[src/rtl/alut_age_responder.sv]
// ALUT age responder: answers age checks and sweeps all entries, invalidating stale ones; `ALUT_AGE_INVAL_COUNT_EN adds inval_count.
// Latency: response one cycle after check_age, sweep 4 cycles/entry (+1 per write); no backpressure, requests always accepted.
module alut_age_responder #(
  parameter int MEM_DEPTH = 256,
  parameter int ENTRY_W   = 83
) (
  input  logic               pclk,
  input  logic               p_reset,
  input  logic [1:0]         command,
  input  logic [31:0]        curr_time,
  input  logic [31:0]        max_age,
  input  logic               check_age,
  input  logic [31:0]        last_accessed,
  output logic               age_confirmed,
  output logic               age_ok,
  input  logic [ENTRY_W-1:0] mem_read_data_age,
  output logic [7:0]         mem_addr_age,
  output logic               mem_write_age,
  output logic [ENTRY_W-1:0] mem_write_data_age,
  output logic               age_check_active,
  output logic [47:0]        lst_inv_addr_cmd,
  output logic [1:0]         lst_inv_port_cmd,
  output logic [8:0]         inval_count
);

  localparam logic [7:0] LAST_ADDR = 8'(MEM_DEPTH - 1);

  typedef enum logic [2:0] {S_IDLE, S_RD, S_WAIT, S_EVAL, S_WR, S_NEXT} state_e;

  state_e             state_q, state_d;
  logic [7:0]         addr_q, addr_d;
  logic [ENTRY_W-1:0] data_q, data_d;
  logic [47:0]        lst_addr_q;
  logic [1:0]         lst_port_q;
  logic               conf_q, ok_q;
  logic               start;
  logic               entry_stale;

  // Age wraps modulo 2^32, so an entry stamped just before a time rollover still ages correctly.
  function automatic logic in_date(input logic [31:0] now, input logic [31:0] stamp,
                                   input logic [31:0] limit);
    logic [31:0] age;
    age = now - stamp;
    return age < limit;
  endfunction

  assign start       = (command == 2'b10);
  assign entry_stale = mem_read_data_age[ENTRY_W-1] &&
                       !in_date(curr_time, mem_read_data_age[81:50], max_age);

  always_ff @(posedge pclk or posedge p_reset) begin
    if (p_reset) begin
      state_q <= S_IDLE;
      addr_q  <= '0;
      data_q  <= '0;
    end else begin
      state_q <= state_d;
      addr_q  <= addr_d;
      data_q  <= data_d;
    end
  end

  always_comb begin
    state_d = state_q;
    addr_d  = addr_q;
    data_d  = data_q;
    unique case (state_q)
      S_IDLE: begin
        if (start) begin
          state_d = S_RD;
          addr_d  = '0;
        end
      end
      S_RD:   state_d = S_WAIT;
      S_WAIT: state_d = S_EVAL;
      S_EVAL: begin
        data_d  = mem_read_data_age;
        state_d = entry_stale ? S_WR : S_NEXT;
      end
      S_WR:   state_d = S_NEXT;
      S_NEXT: begin
        if (addr_q == LAST_ADDR) begin
          state_d = S_IDLE;
        end else begin
          addr_d  = addr_q + 8'd1;
          state_d = S_RD;
        end
      end
      default: state_d = S_IDLE;
    endcase
  end

  // Outputs decode straight from state so reset drops the write strobe without waiting for a clock.
  always_comb begin
    age_check_active   = (state_q != S_IDLE);
    mem_write_age      = (state_q == S_WR);
    mem_addr_age       = age_check_active ? addr_q : 8'd0;
    mem_write_data_age = mem_write_age ? {1'b0, data_q[ENTRY_W-2:0]} : '0;
  end

  always_ff @(posedge pclk or posedge p_reset) begin
    if (p_reset) begin
      lst_addr_q <= '0;
      lst_port_q <= '0;
    end else if (state_q == S_WR) begin
      lst_addr_q <= data_q[47:0];
      lst_port_q <= data_q[49:48];
    end
  end

  always_ff @(posedge pclk or posedge p_reset) begin
    if (p_reset) begin
      conf_q <= 1'b0;
      ok_q   <= 1'b0;
    end else begin
      conf_q <= check_age;
      ok_q   <= check_age && in_date(curr_time, last_accessed, max_age);
    end
  end

  assign age_confirmed    = conf_q;
  assign age_ok           = ok_q;
  assign lst_inv_addr_cmd = lst_addr_q;
  assign lst_inv_port_cmd = lst_port_q;

`ifdef ALUT_AGE_INVAL_COUNT_EN
  logic [8:0] inval_q, inval_d;

  always_comb begin
    inval_d = inval_q;
    if (state_q == S_IDLE && start) begin
      inval_d = '0;
    end else if (state_q == S_WR && inval_q != 9'd256) begin
      inval_d = inval_q + 9'd1;
    end
  end

  always_ff @(posedge pclk or posedge p_reset) begin
    if (p_reset) begin
      inval_q <= '0;
    end else begin
      inval_q <= inval_d;
    end
  end

  assign inval_count = inval_q;
`else
  assign inval_count = '0;
`endif

endmodule

[config.mk]
export PLATFORM = sky130hd
export DESIGN_NAME = alut_age_responder
export DESIGN_NICKNAME = d
export VERILOG_FILES = /design/src/rtl/alut_age_responder.sv
export SDC_FILE = /design/constraint.sdc
export NUM_CORES = 1
export LEC_CHECK = 0
export ABC_AREA = 1
export BUFFER_PORTS_ARGS = -buffer_cell sky130_fd_sc_hd__buf_2
export CAP_MARGIN = 20
export CELL_PAD_IN_SITES_DETAIL_PLACEMENT = 2
export CELL_PAD_IN_SITES_GLOBAL_PLACEMENT = 2
export CORE_UTILIZATION = 29
export CTS_BUF_LIST = sky130_fd_sc_hd__clkbuf_8
export DETAILED_ROUTE_END_ITERATION = 8
export GPL_TIMING_DRIVEN = 0
export HOLD_SLACK_MARGIN = 0.05
export PLACE_DENSITY_LB_ADDON = 0.1
export SLEW_MARGIN = 15
export SYNTH_ARGS = -nofsm -noshare
export SYNTH_HDL_FRONTEND = slang
export SYNTH_SLANG_ARGS = --single-unit
[constraint.sdc]
create_clock -name pclk -period 4.95 [get_ports pclk]
set_input_delay 0.7425 -clock pclk [delete_from_list [all_inputs] [get_ports pclk]]
set_output_delay 0.7425 -clock pclk [all_outputs]
set_load 0.05 [all_outputs]
==> impl_metrics.env, run 1 <==
export IMPL_p_int_w=0.003000
export IMPL_finClkSkew_ns=0.01322
export IMPL_r2r_start="state_q[1]"
export IMPL_port_buffers=327
export IMPL_dp_hpwl_um=39970
export IMPL_synth_edf_count=0
export IMPL_yosysSeqAreaShare=0.3202
export IMPL_power_switching_w=0.003257
export IMPL_place_congestion=0.8931
export IMPL_crit_path_start_kind="input pin"
export IMPL_drc=0
export IMPL_ys_flop_type="dfrtp_1"
export IMPL_area_growth_pct=24.07
export IMPL_vdd_drop_max_uv=161.3
export IMPL_cts_clk_slew_worst_paths_ns=0.08
export IMPL_grt_pass1_vias=13068
export IMPL_final_common_cell="buf_2"
export IMPL_worst_r2r_setup_slack_ns=3.06
export IMPL_final_cell_mix="buf_2 (347), nand2_1 (326), inv_1 (265), o21ai_0 (184), nor2_1 (176)"
export IMPL_cts_tree="yes"
export IMPL_synth_warnings=0
export IMPL_initial_core_util=0.2939
export IMPL_dieArea_um2=39870
export IMPL_overflow=0
export IMPL_fin_crit_sh=0.7685
export IMPL_fin_nets=2261
export IMPL_cp_arrival_ns=4.14
export IMPL_clockBufferDepth=2
export IMPL_clkPwrFrac=0.143
export IMPL_grt_pass1_wl_um=71600
export IMPL_final_antenna_net_count=0
export IMPL_post_cts_buffers=0
export IMPL_maxCapViolations=0
export IMPL_fmax_mhz=262.9
export IMPL_setup_viol=0
export IMPL_cp_endpoint="state_q[0]"
export IMPL_rsz0062_at_grt="false"
export IMPL_wl_per_cell_um=18.74
export IMPL_tightest_slew_ns=0.6421
export IMPL_die_h_um=199.7
export IMPL_crit_required_ns=5.29
export IMPL_seq_power_share=0.303
export IMPL_critPathLaunch="curr_time[0]"
export IMPL_p_per_area_nw_per_um2=445.1
export IMPL_finalHoldViolations=0
export IMPL_row_count=72
export IMPL_h_tree_depth=4
export IMPL_slew_limit_headroom=0.5674
export IMPL_hold_class="input pin to asynchronous set/reset pin"
export IMPL_io_pins=338
export IMPL_worstSetupPathType="input pin to flip-flop"
export IMPL_clock_sinks=145
export IMPL_utilization=0.3646
export IMPL_cts_root_buf="clkbuf_8"
export IMPL_rr_endpoint="lst_inv_addr_cmd[25]"
export IMPL_ys_seq_elements=145
export IMPL_fin_tns_setup_ns=0
export IMPL_dp_slack_ns=0.6097
export IMPL_clkLatencyLatePin_ns=0.46
export IMPL_grt_max_degree=75
export IMPL_cts_made_buffers=17
export IMPL_crit_path_end_kind="flip-flop"
export IMPL_synthCells=1594
export IMPL_core_area_um2=38560
export IMPL_cts_hold_fix_buffers=0
export IMPL_maxSlewViolCount=0
export IMPL_vias=11954
export IMPL_first_pass_iters=4
export IMPL_ctsResizeCount=0
export IMPL_gr_usage_all_layers=0.2359
export IMPL_syn_mean_instance_area_um2=7.108
export IMPL_vias_per_cell=4.810
export IMPL_antenna_found_initial=10
export IMPL_fin_ws_ns=1.146
export IMPL_p_leak_nw=7.798
export IMPL_critPathMaxFanout=5
export IMPL_p_comb_frac=0.554
export IMPL_outcome="completed"
export IMPL_initialDrtViolationCount=283
export IMPL_drive_above_1_share=0.2043
export IMPL_routed_wl_um=46580
export IMPL_fin_crit_ns=3.804
export IMPL_ff2ff_path_depth=8
export IMPL_synth_area_um2=11330
export IMPL_chipWidth_um=199.7
export IMPL_p_sw_frac=0.5205
export IMPL_synth_cell_types=42
export IMPL_async_reset_ff_frac=1.000
cell type report:
class / instances / area (um2)
Buffer: 49 / 261.5
Timing Repair Buffer: 328 / 1664
Tap cell: 518 / 648.1
Sequential cell: 145 / 3628
Clock inverter: 14 / 116.4
Clock buffer: 18 / 247.7
Multi-Input combinational cell: 1143 / 6476
Inverter: 266 / 1006
Fill cell: 4806 / 24500
Antenna cell: 4 / 10.01
layer usage:
layer | part of all wire | global-route usage | up-vias | routed length (um)
li1 | - | - | 5824 | -
met1 | 0.43 | 0.2815 | 5804 | 20250
met2 | 0.50 | 0.4276 | 252 | 23280
met3 | 0.041 | 0.04135 | 62 | 1907
met4 | 0.023 | 0.06927 | 12 | 1059
met5 | 0.0015 | 0 | - | 72
power groups by stage:
stage | clock [W] | combinational [W] | sequential, W
finish | 0.000892 | 0.00347 | 0.00190
global route | 0.000965 | 0.00386 | 0.00195
CTS | 0.000924 | 0.00353 | 0.00190
detailed placement | 0 | 0.00351 | 0.00192
global placement | 0 | 0.00339 | 0.00190
floorplan | 0 | 0.00185 | 0.00247
worst max-delay path, cell delays in order:
cell     delay (ns)
buf_2          0.09
inv_1          0.07
ha_1           0.19
inv_1          0.08
fa_1           0.41
nand3_1        0.11
nand2_1        0.17
a31oi_1        0.29
o21ai_1        0.24
nand3_1        0.15
nand2_1        0.06
nand2_1        0.06
nand2_1        0.06
ha_1           0.28
nand2_1        0.09
nor3_1         0.43
and3_1         0.25
nand2_1        0.06
nand2_1        0.12
nand2_1        0.07
nand2_1        0.06
a21oi_1        0.06
Yosys cell counts (all sizes together), types with 4 or more instances:
| cell | count | area [um2] |
|---|---|---|
| a21boi | 8 | 63.81 |
| a21o | 15 | 112.6 |
| a21oi | 112 | 571.8 |
| a31oi | 4 | 25.02 |
| buf | 32 | 197.7 |
| clkbuf | 17 | 63.81 |
| dfrtp | 145 | 3628 |
| ha | 125 | 1564 |
| inv | 266 | 998.5 |
| nand2 | 326 | 1224 |
| nand3 | 45 | 225.2 |
| nand3b | 4 | 30.03 |
| nand4 | 14 | 87.58 |
| nor2 | 178 | 683.2 |
| nor3 | 21 | 116.4 |
| o21a | 5 | 37.54 |
| o21ai | 189 | 953.4 |
| o21bai | 9 | 67.56 |
| xnor2 | 11 | 96.34 |
| xor2 | 46 | 402.9 |
how the worst min path moves through the flow:
stage | end | from | slack [ns]
floorplan | state_q[1] | state_q[0] | 0.50
global placement | lst_inv_addr_cmd[23] | lst_inv_addr_cmd[23] | 0.46
detailed placement | lst_inv_addr_cmd[17] | lst_inv_addr_cmd[17] | 0.47
CTS | lst_inv_addr_cmd[45] | p_reset | 0.34
global route | data_q[49] | p_reset | 0.36
finish | data_q[49] | p_reset | 0.34
metrics by stage:
| stage | power (W) | area [um2] | std cells | hold slack [ns] |
|---|---|---|---|---|
| after global routing | 0.006777 | 14060 | 2484 | 0.3592 |
| after floorplan | 0.004317 | 11360 | 1603 | 0.5035 |
| after global placement | 0.005283 | 13650 | 2448 | 0.4617 |
| after detailed placement | 0.005431 | 13680 | 2449 | 0.4728 |
| after CTS | 0.006360 | 14050 | 2481 | 0.3364 |
| final | 0.006258 | 14060 | 2485 | 0.3389 |
flip-flops by register name, summed over array words and instances (netlist names):
name / count
age_confirmed: 1
state_q: 3
data_q: 82
lst_inv_port_cmd: 2
age_ok: 1
addr_q: 8
lst_inv_addr_cmd: 48
kinds of logic after synthesis:
group,Yosys count,synth area share
other,1,0.0003310
adders and majority gates,127,0.1416
and+or+nand+nor,596,0.2136
xor gates and xnor gates,57,0.04406
DFF,145,0.3202
AOI/OAI and AO/OA,353,0.1691
buffers and inverters,315,0.1112
(Power assumes the default switching activity.)
==> run 2: changes to the inputs <==
==> constraint.sdc (replaced) <==
create_clock -name pclk -period 3.83 [get_ports pclk]
set_input_delay 0.5745 -clock pclk [delete_from_list [all_inputs] [get_ports pclk]]
set_output_delay 0.5745 -clock pclk [all_outputs]
set_load 0.05 [all_outputs]
==> run 2 against run 1 <==
Compared with the run above: clock power increased by 54%; critical path type unchanged; via count increased by 0.38%; core utilization grew 0.38 points; non-clock buffer count increased by 4; clock-buffer cell count did not move; total power grew 33%; register-to-register slack worse by 1.1 ns; global-route usage up 0.17 points; clock skew increased by 0.0016 ns; critical endpoint unchanged; largest power group unchanged; largest cell class unchanged; die area stayed put; first-iteration DRC count down 8.1%; critical path depth grew 1.
==> impl_metrics.env, run 2 (synthesis results as in run 1) <==
export IMPL_outcome="completed"
export IMPL_dieArea_um2=39870
export IMPL_final_antenna_net_count=0
export IMPL_crit_family="simple AND/OR/NAND/NOR gates"
export IMPL_drive_above_1_share=0.2064
export IMPL_maxSlewViolCount=0
export IMPL_hold_class="input pin to asynchronous set/reset pin"
export IMPL_fin_crit_sh=0.9206
export IMPL_cp_common_cell="nand2_1"
export IMPL_dp_hpwl_um=40830
export IMPL_wl_per_cell_um=18.98
export IMPL_area_growth_pct=25.38
export IMPL_clock_sinks=145
export IMPL_worstSetupPathType="input pin to flip-flop"
export IMPL_vias=11999
export IMPL_regMostFlops="data_q"
export IMPL_ff2ff_path_depth=8
export IMPL_cp_slowest_cell="fa_1"
export IMPL_drc=0
export IMPL_dpl_instance_area_um2=13750
export IMPL_cts_root_buf="clkbuf_8"
export IMPL_io_pins=338
export IMPL_critPathBufInv=3
export IMPL_vias_per_cell=4.819
export IMPL_setup_viol=0
export IMPL_fin_ws_ns=0.3042
export IMPL_maxCapViolations=0
export IMPL_grt_max_degree=32
export IMPL_grt_pass1_wl_um=71690
export IMPL_fmax_mhz=283.6
export IMPL_finClkSkew_ns=0.01478
export IMPL_p_per_area_nw_per_um2=585.4
export IMPL_die_h_um=199.7
export IMPL_gr_usage_all_layers=0.2376
export IMPL_tightest_slew_ns=0.6661
export IMPL_vdd_drop_max_uv=226.9
export IMPL_finalHoldViolations=0
export IMPL_h_tree_depth=4
export IMPL_r2r_start="state_q[1]"
export IMPL_crit_required_ns=4.22
export IMPL_final_cell_mix="buf_2 (347), nand2_1 (326), inv_1 (265), o21ai_0 (184), nor2_1 (176)"
export IMPL_fin_nets=2265
export IMPL_fin_crit_ns=3.526
export IMPL_antenna_found_initial=5
export IMPL_row_count=72
export IMPL_p_leak_nw=7.869
export IMPL_ctsResizeCount=0
export IMPL_clkLatencyLatePin_ns=0.47
export IMPL_cts_hold_fix_buffers=0
export IMPL_first_pass_iters=7
export IMPL_clockBufferDepth=2
export IMPL_crit_chain="buf_2 -> inv_1 -> ha_1 -> inv_1 -> fa_1 -> nand3_1 -> nand2_1 -> a31oi_1 -> o21ai_1 -> nand3_1 -> nand2_1 -> nand2_1 -> nand2_1 -> ha_1 -> nand2_1 -> nor2_1 -> nor2_1 -> nand3_1 -> a21oi_1 -> nand2_1 -> nand2_1 -> nand2_1 -> a21oi_1"
export IMPL_rr_endpoint="lst_inv_addr_cmd[29]"
export IMPL_place_congestion=0.8512
export IMPL_crit_cells=23
export IMPL_cp_arrival_ns=3.91
export IMPL_cts_tree="yes"
export IMPL_port_buffers=327
export IMPL_crit_path_start_kind="input pin"
export IMPL_critPathMaxStageDelay_ns=0.41
export IMPL_routed_wl_um=47260
export IMPL_slew_limit_headroom=0.5512
export IMPL_dp_slack_ns=-0.3147
export IMPL_chipWidth_um=199.7
export IMPL_post_cts_buffers=0
export IMPL_crit_path_end_kind="flip-flop"
export IMPL_final_common_cell="buf_2"
export IMPL_grt_pass1_vias=13053
export IMPL_core_area_um2=38560
export IMPL_overflow=0
export IMPL_cts_made_buffers=17
export IMPL_worst_r2r_setup_slack_ns=1.95
export IMPL_initial_core_util=0.2939
export IMPL_critPathMaxFanout=5
export IMPL_cts_clk_slew_worst_paths_ns=0.09
export IMPL_final_area_um2=14210
export IMPL_largest_register_ffs=82
export IMPL_initialDrtViolationCount=260
export IMPL_rsz0062_at_grt="false"
==> run 2: final cells by class <==
class / instances / area, um2
antenna: 5 / 12.51
buffer: 49 / 261.5
clock buffer: 18 / 247.7
clock inverter: 14 / 187.7
fill: 4811 / 24350
inverter: 266 / 1002
multi-input combinational: 1143 / 6481
sequential: 145 / 3628
tap: 518 / 648.1
timing repair buffer: 332 / 1737
==> run 2: worst max path at each step <==
stage,startpoint,end,slack (ns)
finish,curr_time[0],state_q[0],0.30
global route,curr_time[0],state_q[0],0.04
CTS,curr_time[0],state_q[0],0.16
detailed placement,curr_time[0],state_q[0],-0.31
global placement,curr_time[8],state_q[0],-0.23
floorplan,state_q[1],mem_write_data_age[10],0.64
==> run 2: where the power goes <==
group | leakage, nW | internal [W] | switching, W
Sequential | 1.83 | 0.00220 | 0.000254
Clock | 0.222 | 0.000727 | 0.000641
Combinational | 5.82 | 0.00116 | 0.00333
==> run 2: metal layers <==
layer / up-vias / GRT usage / wire length (um)
met5: - / 0 / 45
met3: 60 / 0.03679 / 2254
met4: 6 / 0.07294 / 1053
li1: 5839 / - / -
met2: 262 / 0.4345 / 23850
met1: 5832 / 0.2822 / 20060
==> run 2: per-stage QoR <==
stage          hold WS [ns]  power [W]  TNS [ns]  cells    util
2_1_floorplan        0.5035   0.005579         0   1603       -
3_3_place_gp         0.4612   0.006820   -0.2805   2448  0.3541
3_5_place_dp         0.4744   0.007028   -0.4604   2453  0.3567
4_1_cts             0.08279   0.008445         0   2485  0.3680
5_1_grt             0.09803   0.008965         0   2486  0.3682
6_report            0.09390   0.008316         0   2490  0.3684
==> run 3: changes to the inputs <==
--- a/config.mk
+++ b/config.mk
@@ -16,6 +16,7 @@
 export GPL_TIMING_DRIVEN = 0
 export HOLD_SLACK_MARGIN = 0.05
 export PLACE_DENSITY_LB_ADDON = 0.1
+export SETUP_SLACK_MARGIN = 0.4
 export SLEW_MARGIN = 15
 export SYNTH_ARGS = -nofsm -noshare
 export SYNTH_HDL_FRONTEND = slang
==> run 3 against run 2 <==
Compared with the run above: sequential power about the same; critical path type unchanged; non-clock buffer count rose by 3; via count is essentially flat; highest routed layer unchanged; clock power is essentially flat; critical endpoint unchanged.
==> impl_metrics.env, run 3 (synthesis results as in run 1) <==
export IMPL_fin_crit_ns=3.284
export IMPL_chipWidth_um=199.7
export IMPL_outcome="completed"
export IMPL_initialDrtViolationCount=282
export IMPL_final_cell_mix="buf_2 (347), nand2_1 (322), inv_1 (265), o21ai_0 (180), nor2_1 (173)"
export IMPL_cts_tree="yes"
export IMPL_cts_hold_fix_buffers=0
export IMPL_core_area_um2=38560
export IMPL_p_int_w=0.004105
export IMPL_tightest_slew_ns=0.6645
export IMPL_fin_hold_ws_ns=0.09294
export IMPL_critPathLaunch="curr_time[0]"
export IMPL_clkLatencyLatePin_ns=0.47
export IMPL_finClkSkew_ns=0.01437
export IMPL_vias_per_cell=4.817
export IMPL_crit_required_ns=4.17
export IMPL_p_comb_frac=0.543
export IMPL_vias=12004
export IMPL_antenna_found_initial=5
export IMPL_h_tree_depth=4
export IMPL_fin_nets=2268
export IMPL_overflow=0
export IMPL_largest_register_ffs=82
export IMPL_maxSlewViolCount=0
export IMPL_finalHoldViolations=0
export IMPL_cts_clk_slew_worst_paths_ns=0.09
export IMPL_clkPwrFrac=0.164
export IMPL_fin_crit_sh=0.8574
export IMPL_clock_sinks=145
export IMPL_drive_above_1_share=0.2193
export IMPL_p_sw_frac=0.5091
export IMPL_hold_class="input pin to asynchronous set/reset pin"
export IMPL_critPathMaxFanout=5
export IMPL_routed_wl_um=47330
export IMPL_final_cells=2492
export IMPL_cts_made_buffers=17
export IMPL_cp_arrival_ns=3.62
export IMPL_p_leak_nw=7.923
export IMPL_regMostFlops="data_q"
export IMPL_clockBufferDepth=2
export IMPL_first_pass_iters=5
export IMPL_grt_pass1_vias=13058
export IMPL_maxCapViolations=0
export IMPL_fmax_mhz=304.5
export IMPL_crit_path_end_kind="flip-flop"
export IMPL_r2r_start="state_q[1]"
export IMPL_final_common_cell="buf_2"
export IMPL_drc=0
export IMPL_utilization=0.3725
export IMPL_dp_cells=2453
export IMPL_initial_core_util=0.2939
export IMPL_port_buffers=327
export IMPL_row_count=72
export IMPL_rsz0062_at_grt="true"
export IMPL_grt_pass1_wl_um=71740
export IMPL_wl_per_cell_um=18.99
export IMPL_area_growth_pct=26.77
export IMPL_worstSetupPathType="input pin to flip-flop"
export IMPL_io_pins=338
export IMPL_gr_usage_all_layers=0.2378
export IMPL_final_antenna_net_count=0
export IMPL_dp_hpwl_um=40830
export IMPL_cts_root_buf="clkbuf_8"
export IMPL_fin_tns_setup_ns=0
export IMPL_place_congestion=0.8512
export IMPL_seq_power_share=0.293
export IMPL_dieArea_um2=39870
export IMPL_die_h_um=199.7
export IMPL_slew_limit_headroom=0.5523
export IMPL_setup_viol=0
export IMPL_crit_path_start_kind="input pin"
export IMPL_grt_max_degree=32
export IMPL_p_per_area_nw_per_um2=582.1
export IMPL_vdd_drop_max_uv=228.2
export IMPL_power_switching_w=0.004257
[run 3: changes by cell type in the layout (fill, tap and decap cells not counted), moves of 2 or more]
cell,before,now
nand2_1,326,322
a21oi_1,111,106
a21oi_2,0,4
buf_4,10,13
nand3_1,45,43
nor2_2,0,3
o21ai_2,2,5
nor2_1,176,173
nand3_2,0,2
nand2_2,0,3
o21ai_0,184,180
[run 3: power by group through the flow]
| stage | logic [W] | clock network (W) | registers [W] |
|---|---|---|---|
| 6_report | 0.00454 | 0.00137 | 0.00245 |
| 5_1_grt | 0.00505 | 0.00145 | 0.00251 |
| 4_1_cts | 0.00460 | 0.00140 | 0.00246 |
| 3_5_place_dp | 0.00454 | 0 | 0.00249 |
| 3_3_place_gp | 0.00437 | 0 | 0.00245 |
| 2_1_floorplan | 0.00239 | 0 | 0.00319 |
[run 3: layout make-up]
cell class	count	area [um2]
diodes	4	10.01
flip-flops and latches	145	3628
well taps	518	648.1
inverters	266	1002
multi-input cells	1143	6619
repair buffers	335	1759
clock inverters	14	187.7
fillers	4798	24190
plain buffers	49	261.5
clock buffers	18	247.7
[run 3: path summary, 6_finish.rpt]
| kind | to | slack [ns] | depth (start not counted) |
|---|---|---|---|
| min in group pclk | age_confirmed | 0.23 | 1 |
| setup reg to reg | lst_inv_addr_cmd[29] | 1.95 | 8 |
| hold / removal | lst_inv_addr_cmd[44] | 0.09 | 2 |
| setup / recovery | state_q[0] | 0.55 | 20 |
| max in group asynchronous | lst_inv_addr_cmd[13] | 2.77 | 5 |
| hold reg to reg | lst_inv_addr_cmd[24] | 0.49 | 2 |
[run 3: per-stage QoR]
step / total power, W / cell area (um2) / worst slack, ns
2_1_floorplan: 0.005579 / 11370 / 0.6443
3_3_place_gp: 0.006820 / 13650 / -0.2284
3_5_place_dp: 0.007028 / 13750 / -0.3147
4_1_cts: 0.008454 / 14220 / 0.3833
5_1_grt: 0.009011 / 14360 / 0.3432
6_report: 0.008362 / 14360 / 0.5460
[run 3: repair_timing]
| item | CTS | global route |
|---|---|---|
| pin swaps | 0 | 3 |
| resized for setup | 9 | 27 |
| buffers inserted | 0 | 3 |
| endpoints found under the setup margin | 2 | 2 |
[run 3: worst max-delay path: stages]
cell	delay (ns)
buf_2	0.10
inv_1	0.09
ha_2	0.22
inv_1	0.07
fa_1	0.41
nand3_1	0.16
nand2_4	0.11
a21oi_4	0.20
nand3b_1	0.15
nand3_1	0.17
xor2_1	0.20
ha_1	0.29
nand4_1	0.13
nor3_4	0.21
and3_1	0.20
nand2_1	0.07
nand2_2	0.09
nand2_1	0.07
nand2_1	0.07
a21oi_1	0.06
[run 3: layer usage]
metal / up-vias / wire [um] / track usage
li1: 5841 / - / -
met1: 5834 / 20010 / 0.2826
met2: 263 / 23950 / 0.4356
met3: 60 / 2272 / 0.03646
met4: 6 / 1044 / 0.07181
met5: - / 46 / 0
